File: src/rtl/btn_pkg.sv
// Shared constants and types for the button conditioning path.
// Timing defaults are derived from the 36 MHz pixel clock.
package btn_pkg;

  localparam int BTN_C = 0;
  localparam int BTN_U = 1;
  localparam int BTN_D = 2;
  localparam int BTN_R = 3;
  localparam int BTN_L = 4;

  typedef logic [4:0] btn_vec_t;

  typedef enum logic [1:0] {IDLE, DELAY, REPEAT, HOLD} rpt_state_t;

  localparam int PIXEL_CLK_HZ        = 36_000_000;
  localparam int DEF_DEBOUNCE_CYCLES = PIXEL_CLK_HZ / 100;
  localparam int DEF_REPEAT_DELAY    = PIXEL_CLK_HZ / 2;
  localparam int DEF_REPEAT_PERIOD   = PIXEL_CLK_HZ / 10;

  function automatic int max_int(input int a, input int b);
    return (a > b) ? a : b;
  endfunction

endpackage

File: src/rtl/button_debounce.sv
// One button channel: synchroniser, debounce filter, press/release pulses
// and an auto-repeat pulse generator, all outputs registered.
module button_debounce
  import btn_pkg::*;
#(
  parameter int SYNC_STAGES     = 2,
  parameter int DEBOUNCE_CYCLES = DEF_DEBOUNCE_CYCLES,
  parameter int REPEAT_DELAY    = DEF_REPEAT_DELAY,
  parameter int REPEAT_PERIOD   = DEF_REPEAT_PERIOD
) (
  input  logic pixel_clk,
  input  logic sim_rst,
  input  logic btn_raw,
  input  logic repeat_en,
  output logic btn_level,
  output logic btn_press,
  output logic btn_release,
  output logic btn_repeat,
  output logic level_next
);

  localparam int DB_W  = $clog2(DEBOUNCE_CYCLES + 1);
  localparam int RPT_W = $clog2(max_int(REPEAT_DELAY, REPEAT_PERIOD) + 1);
  localparam logic [DB_W-1:0]  DB_LAST     = DB_W'(DEBOUNCE_CYCLES - 1);
  localparam logic [RPT_W-1:0] DELAY_LAST  = RPT_W'(REPEAT_DELAY - 1);
  localparam logic [RPT_W-1:0] PERIOD_LAST = RPT_W'(REPEAT_PERIOD - 1);

  logic [SYNC_STAGES-1:0] sync_q;
  logic                   sync;
  logic [DB_W-1:0]        db_cnt, db_cnt_n;
  logic                   stable_n, press_n, release_n, repeat_n;
  rpt_state_t             state, state_n;
  logic [RPT_W-1:0]       rpt_cnt, rpt_cnt_n;

  assign sync       = sync_q[SYNC_STAGES-1];
  assign level_next = stable_n;

  always_ff @(posedge pixel_clk) begin
    if (sim_rst) begin
      sync_q      <= '0;
      db_cnt      <= '0;
      btn_level   <= 1'b0;
      btn_press   <= 1'b0;
      btn_release <= 1'b0;
      btn_repeat  <= 1'b0;
      state       <= IDLE;
      rpt_cnt     <= '0;
    end else begin
      sync_q      <= {sync_q[SYNC_STAGES-2:0], btn_raw};
      db_cnt      <= db_cnt_n;
      btn_level   <= stable_n;
      btn_press   <= press_n;
      btn_release <= release_n;
      btn_repeat  <= repeat_n;
      state       <= state_n;
      rpt_cnt     <= rpt_cnt_n;
    end
  end

  always_comb begin
    stable_n = btn_level;
    db_cnt_n = db_cnt;
    if (sync == btn_level) begin
      db_cnt_n = '0;
    end else if (db_cnt == DB_LAST) begin
      stable_n = sync;
      db_cnt_n = '0;
    end else begin
      db_cnt_n = db_cnt + 1'b1;
    end
    press_n   = stable_n & ~btn_level;
    release_n = ~stable_n & btn_level;
  end

  // The FSM advances on the registered pulses; the repeat pulse is then
  // precomputed from the state the channel will be in during the next cycle.
  always_comb begin
    state_n   = state;
    rpt_cnt_n = rpt_cnt;
    unique case (state)
      IDLE: begin
        if (btn_press) begin
          rpt_cnt_n = '0;
          state_n   = repeat_en ? DELAY : HOLD;
        end
      end
      DELAY: begin
        if (!repeat_en) begin
          state_n = HOLD;
        end else if (rpt_cnt == DELAY_LAST) begin
          rpt_cnt_n = '0;
          state_n   = REPEAT;
        end else begin
          rpt_cnt_n = rpt_cnt + 1'b1;
        end
      end
      REPEAT: begin
        if (!repeat_en) begin
          state_n = HOLD;
        end else if (rpt_cnt == PERIOD_LAST) begin
          rpt_cnt_n = '0;
        end else begin
          rpt_cnt_n = rpt_cnt + 1'b1;
        end
      end
      HOLD: ;
      default: state_n = IDLE;
    endcase
    if (btn_release) begin
      state_n   = IDLE;
      rpt_cnt_n = '0;
    end

    repeat_n = 1'b0;
    if (!release_n) begin
      unique case (state_n)
        IDLE:    repeat_n = press_n;
        DELAY:   repeat_n = (rpt_cnt_n == DELAY_LAST);
        REPEAT:  repeat_n = (rpt_cnt_n == PERIOD_LAST);
        default: repeat_n = 1'b0;
      endcase
    end
  end

endmodule

File: src/rtl/button_conditioner.sv
// Conditions all raw buttons for game_console: one button_debounce per
// channel plus a registered any-button-down flag.
module button_conditioner
  import btn_pkg::*;
#(
  parameter int N_BUTTONS       = 5,
  parameter int SYNC_STAGES     = 2,
  parameter int DEBOUNCE_CYCLES = DEF_DEBOUNCE_CYCLES,
  parameter int REPEAT_DELAY    = DEF_REPEAT_DELAY,
  parameter int REPEAT_PERIOD   = DEF_REPEAT_PERIOD
) (
  input  logic                 pixel_clk,
  input  logic                 sim_rst,
  input  logic [N_BUTTONS-1:0] btn_raw,
  input  logic                 repeat_en,
  output logic [N_BUTTONS-1:0] btn_level,
  output logic [N_BUTTONS-1:0] btn_press,
  output logic [N_BUTTONS-1:0] btn_release,
  output logic [N_BUTTONS-1:0] btn_repeat,
  output logic                 any_pressed
);

  logic [N_BUTTONS-1:0] level_next;

  for (genvar ch = 0; ch < N_BUTTONS; ch++) begin : g_chan
    button_debounce #(
      .SYNC_STAGES    (SYNC_STAGES),
      .DEBOUNCE_CYCLES(DEBOUNCE_CYCLES),
      .REPEAT_DELAY   (REPEAT_DELAY),
      .REPEAT_PERIOD  (REPEAT_PERIOD)
    ) u_chan (
      .pixel_clk  (pixel_clk),
      .sim_rst    (sim_rst),
      .btn_raw    (btn_raw[ch]),
      .repeat_en  (repeat_en),
      .btn_level  (btn_level[ch]),
      .btn_press  (btn_press[ch]),
      .btn_release(btn_release[ch]),
      .btn_repeat (btn_repeat[ch]),
      .level_next (level_next[ch])
    );
  end

  // Built from next-state levels so it lines up with btn_level.
  always_ff @(posedge pixel_clk) begin
    if (sim_rst) any_pressed <= 1'b0;
    else         any_pressed <= |level_next;
  end

endmodule

File: config.mk
export PLATFORM = sky130hd
export DESIGN_NAME = button_conditioner
export DESIGN_NICKNAME = d
export VERILOG_FILES = /design/src/rtl/btn_pkg.sv /design/src/rtl/button_debounce.sv /design/src/rtl/button_conditioner.sv
export SDC_FILE = /design/constraint.sdc
export NUM_CORES = 1
export LEC_CHECK = 0
export CAP_MARGIN = 20
export CORE_MARGIN = 2
export CORE_UTILIZATION = 40
export DETAILED_ROUTE_END_ITERATION = 7
export SLEW_MARGIN = 10
export SYNTH_ARGS = -nofsm -noshare
export SYNTH_HDL_FRONTEND = slang
export SYNTH_HIERARCHICAL = 1
export SYNTH_SLANG_ARGS = --single-unit
File: constraint.sdc
create_clock -name pixel_clk -period 4.8 [get_ports pixel_clk]
set_clock_uncertainty 0.2 [all_clocks]
set_input_delay 0.96 -clock pixel_clk [delete_from_list [all_inputs] [get_ports pixel_clk]]
set_output_delay 0.96 -clock pixel_clk [all_outputs]
set_load 0.05 [all_outputs]
==> results by group <==
Run status
  • Status: finished clean

Synthesis
  • Post-synthesis cell area: 0.0153 sq mm
  • Syn nets: 1936
  • Main synth FF type: dfxtp_1
  • Post-synth EDFFs: 0
  • Sequential area share after synthesis: roughly a third
  • Post-Syn Instances: between 1500 and 2000
  • Share of the synthesized area in the top cell type: 34.2%
  • Syn Area/Cell: 8.03 sq um
  • Fraction of registers with async set/reset: 0%
  • Top cells by area, synth: dfxtp_1 34%, nor2_1 6.6%, nand2_1 4.6%
  • Synth unique cells: 94
  • Syn. warnings: 6
  • Post-synth top area cell: dfxtp_1
  • Yosys reg bits: 261

GRT
  • Tot GR Track Use: 19.9%
  • Maximum number of pins on one net before global-route repair: between 70 and 80
  • Initial antenna violation count: 0
  • Overflow after GRT: 0
  • First-pass GRT wire length: between 60000 and 70000 um
  • Vias in the first global route: 13100

Setup path
  • Setup CP Type: register to register
  • Critical path arrival: 4.44 ns
  • CP max FO: 8
  • Crit-path cells: ha_1, nand2_1, nor2_1, nand4_1, o22a_1, o21ai_0, inv_1, ha_1, nor4b_1, nand4_1, or4_1, nor3_2, a41o_1
  • Worst path required time: 5.11 ns
  • CP bufs+invs: 1
  • CP endpoint kind: register
  • CP max-delay cell: or4_1
  • Worst Setup Start Kind: register
  • Delay-heaviest family, CP: simple AND/OR/NAND/NOR gates
  • Slowest stage delay, CP: 0.51 ns

STA
  • Worst Max-Slew Pin Slew: 0.737 ns
  • RSZ-0062 raised after global routing: false
  • Final setup fails: 0
  • Final min period: 4.12 ns
  • Final period util: 85.9%
  • Worst slew margin: 50.8%
  • Setup ws final: 0.677 ns
  • Setup TNS: 0 ns
  • Slew Viols, Final: 0
  • Max Clk Rate: 243 MHz
  • Fin. Hold Viols: 0

Placed design
  • GPL Wtd Cong: 0.917
  • Dpl ws: 0.545 ns
  • Hpwl dp: 27800 um
  • PortBufs: 28

Floorplanning
  • Die H: 199 um
  • Initial Utilization: 40.6%
  • Full die area: 0.0398 sq mm
  • Die Span X: 199 um
  • Ports: 29
  • Core box area: around 0.038 sq mm
  • Core Rows: between 70 and 80

Clock network
  • Clock slew at reported path FFs: approximately 0.060 ns
  • # Post-CTS Setup Buffers: 0
  • Hold_buf cts: 0
  • Clock latency on the worst-skew pair: 0.58 ns
  • Root Driver: clkbuf_16
  • Clock Sink Count: 261
  • Longest Clk Path Bufs: 3
  • H-tree Lvls: 1
  • TritonCTS clock tree: yes
  • PostCTS Resize Cnt: 0
  • CTS Buf Count: 30

Routing
  • DRC Markers: 0
  • Via density: approximately 5.7
  • Drt pass-1 iters: 5
  • Per-cell routed wire length: 16.2 um
  • First DRT Iteration DRCs: 1084
  • ANT nets after route: 0
  • Detailed-route via count: 13900
  • Routed wire length: 39500 um

Cells and area
  • Fillers: 3735
  • Area growth, synth to finish: 11.9%
  • Most common library cell in the layout ignoring fill and taps: nor2_1
  • ANT cells: 0
  • Most frequent cells in the layout: 269 x nor2_1, 261 x dfxtp_1, 189 x nand2_1
  • Nets: about 1900
  • Layout cells sized above 1: roughly 8.2%

Run
  • Maximum capacitance violations: 0

Pwr
  • Max IR drop VDD: 0.000248 V
  • P_leak: ~6 nW
  • Pwr Density: approximately 280 mW/mm^2

Min path
  • Hold WC Path Type: register to register
state kept, by name, indices dropped and copies added (netlist names):
register                   cells
g_chan.u_chan/db_cnt          95
g_chan.u_chan/btn_level        5
g_chan.u_chan/sync_q          10
g_chan.u_chan/btn_press        5
g_chan.u_chan/rpt_cnt        125
g_chan.u_chan/btn_release      5
g_chan.u_chan/state           10
any_pressed                    1
g_chan.u_chan/btn_repeat       5
layout make-up:
class | count | area, sq um | area share [%]
well taps | 511 | 639 | 3.74
clock buffers | 35 | 800 | 4.68
flip-flops and latches | 261 | 5230 | 30.6
clock inverters | 21 | 314 | 1.84
repair buffers | 45 | 410 | 2.40
inverters | 44 | 165 | 0.966
multi-input cells | 1524 | 9540 | 55.8
synthesized netlist by cell type, types with 11 or more instances:
master,number
o22ai_1,11
o21ai_1,12
mux2i_1,23
and3_1,35
nand4_1,58
nor2b_1,74
o21ai_0,65
or3_1,21
xnor2_1,29
and2_1,20
nand2_1,189
nor4b_1,11
o21a_1,12
a211oi_1,17
nand3_1,106
ha_1,25
xor2_1,60
a31oi_1,24
clkbuf_1,33
nor2_1,269
or4_1,11
nand3b_1,15
dfxtp_1,261
and4b_1,12
buf_2,28
inv_1,40
nor3_1,50
nor4_1,23
a21oi_1,102
worst paths after layout:
check	start	end	slack (ns)	cells past startpoint
worst max register to register	g_chan[0].u_chan/rpt_cnt[0]	g_chan[0].u_chan/btn_repeat	0.68	13
worst min-delay path	g_chan[2].u_chan/sync_q[0]	g_chan[2].u_chan/sync_q[1]	0.24	1
worst min register to register	g_chan[2].u_chan/sync_q[0]	g_chan[2].u_chan/sync_q[1]	0.24	1
worst max-delay path	g_chan[0].u_chan/rpt_cnt[0]	g_chan[0].u_chan/btn_repeat	0.68	13
through the flow:
step / instances / hold slack (ns) / instance area [sq um] / utilization, % / total power, mW
final: 2441 / 0.239 / 17100 / 45.4 / 4.77
after global routing: 2441 / 0.259 / 17100 / 45.4 / 4.95
after floorplan: 1903 / 0.214 / 15300 / - / 2.27
after global placement: 2385 / 0.221 / 16000 / 42.4 / 2.30
after CTS: 2441 / 0.246 / 17100 / 45.4 / 4.86
after detailed placement: 2385 / 0.224 / 16000 / 42.4 / 2.30
routing by layer:
metal  global-route usage (%)  share of wire [%]  vias to the layer above
met5                        0                  0                        -
met4                     5.57                2.3                        0
met3                     3.24                5.6                       71
met2                     32.2                 45                      381
met1                     27.4                 47                     6577
li1                         -                  -                     6903
power breakdown:
group / total (mW) / switching (mW) / internal [mW]
sequential: 2.17 / 0.00340 / 2.17
combinational: 0.0758 / 0.0554 / 0.0204
clock: 2.52 / 0.951 / 1.57
cell families after synthesis:
logic type      share of synthesized area, %
fa+ha+maj                               2.31
xor+xnor                                5.10
flops                                   34.2
buf+inv                                 3.37
simple gates                            36.3
compound gates                          17.3
mux                                     1.51
worst register-to-register path, delay by kind of cell, from the launching register on:
family,cells,cell delay (ns)
AND/OR/NAND/NOR,7,1.97
AO/OA/AOI/OAI,3,0.82
adder cells (fa/ha/maj),2,0.53
flip-flops,1,0.44
buffers and inverters,1,0.09
Note: power is estimated with default switching activity, not from simulation.
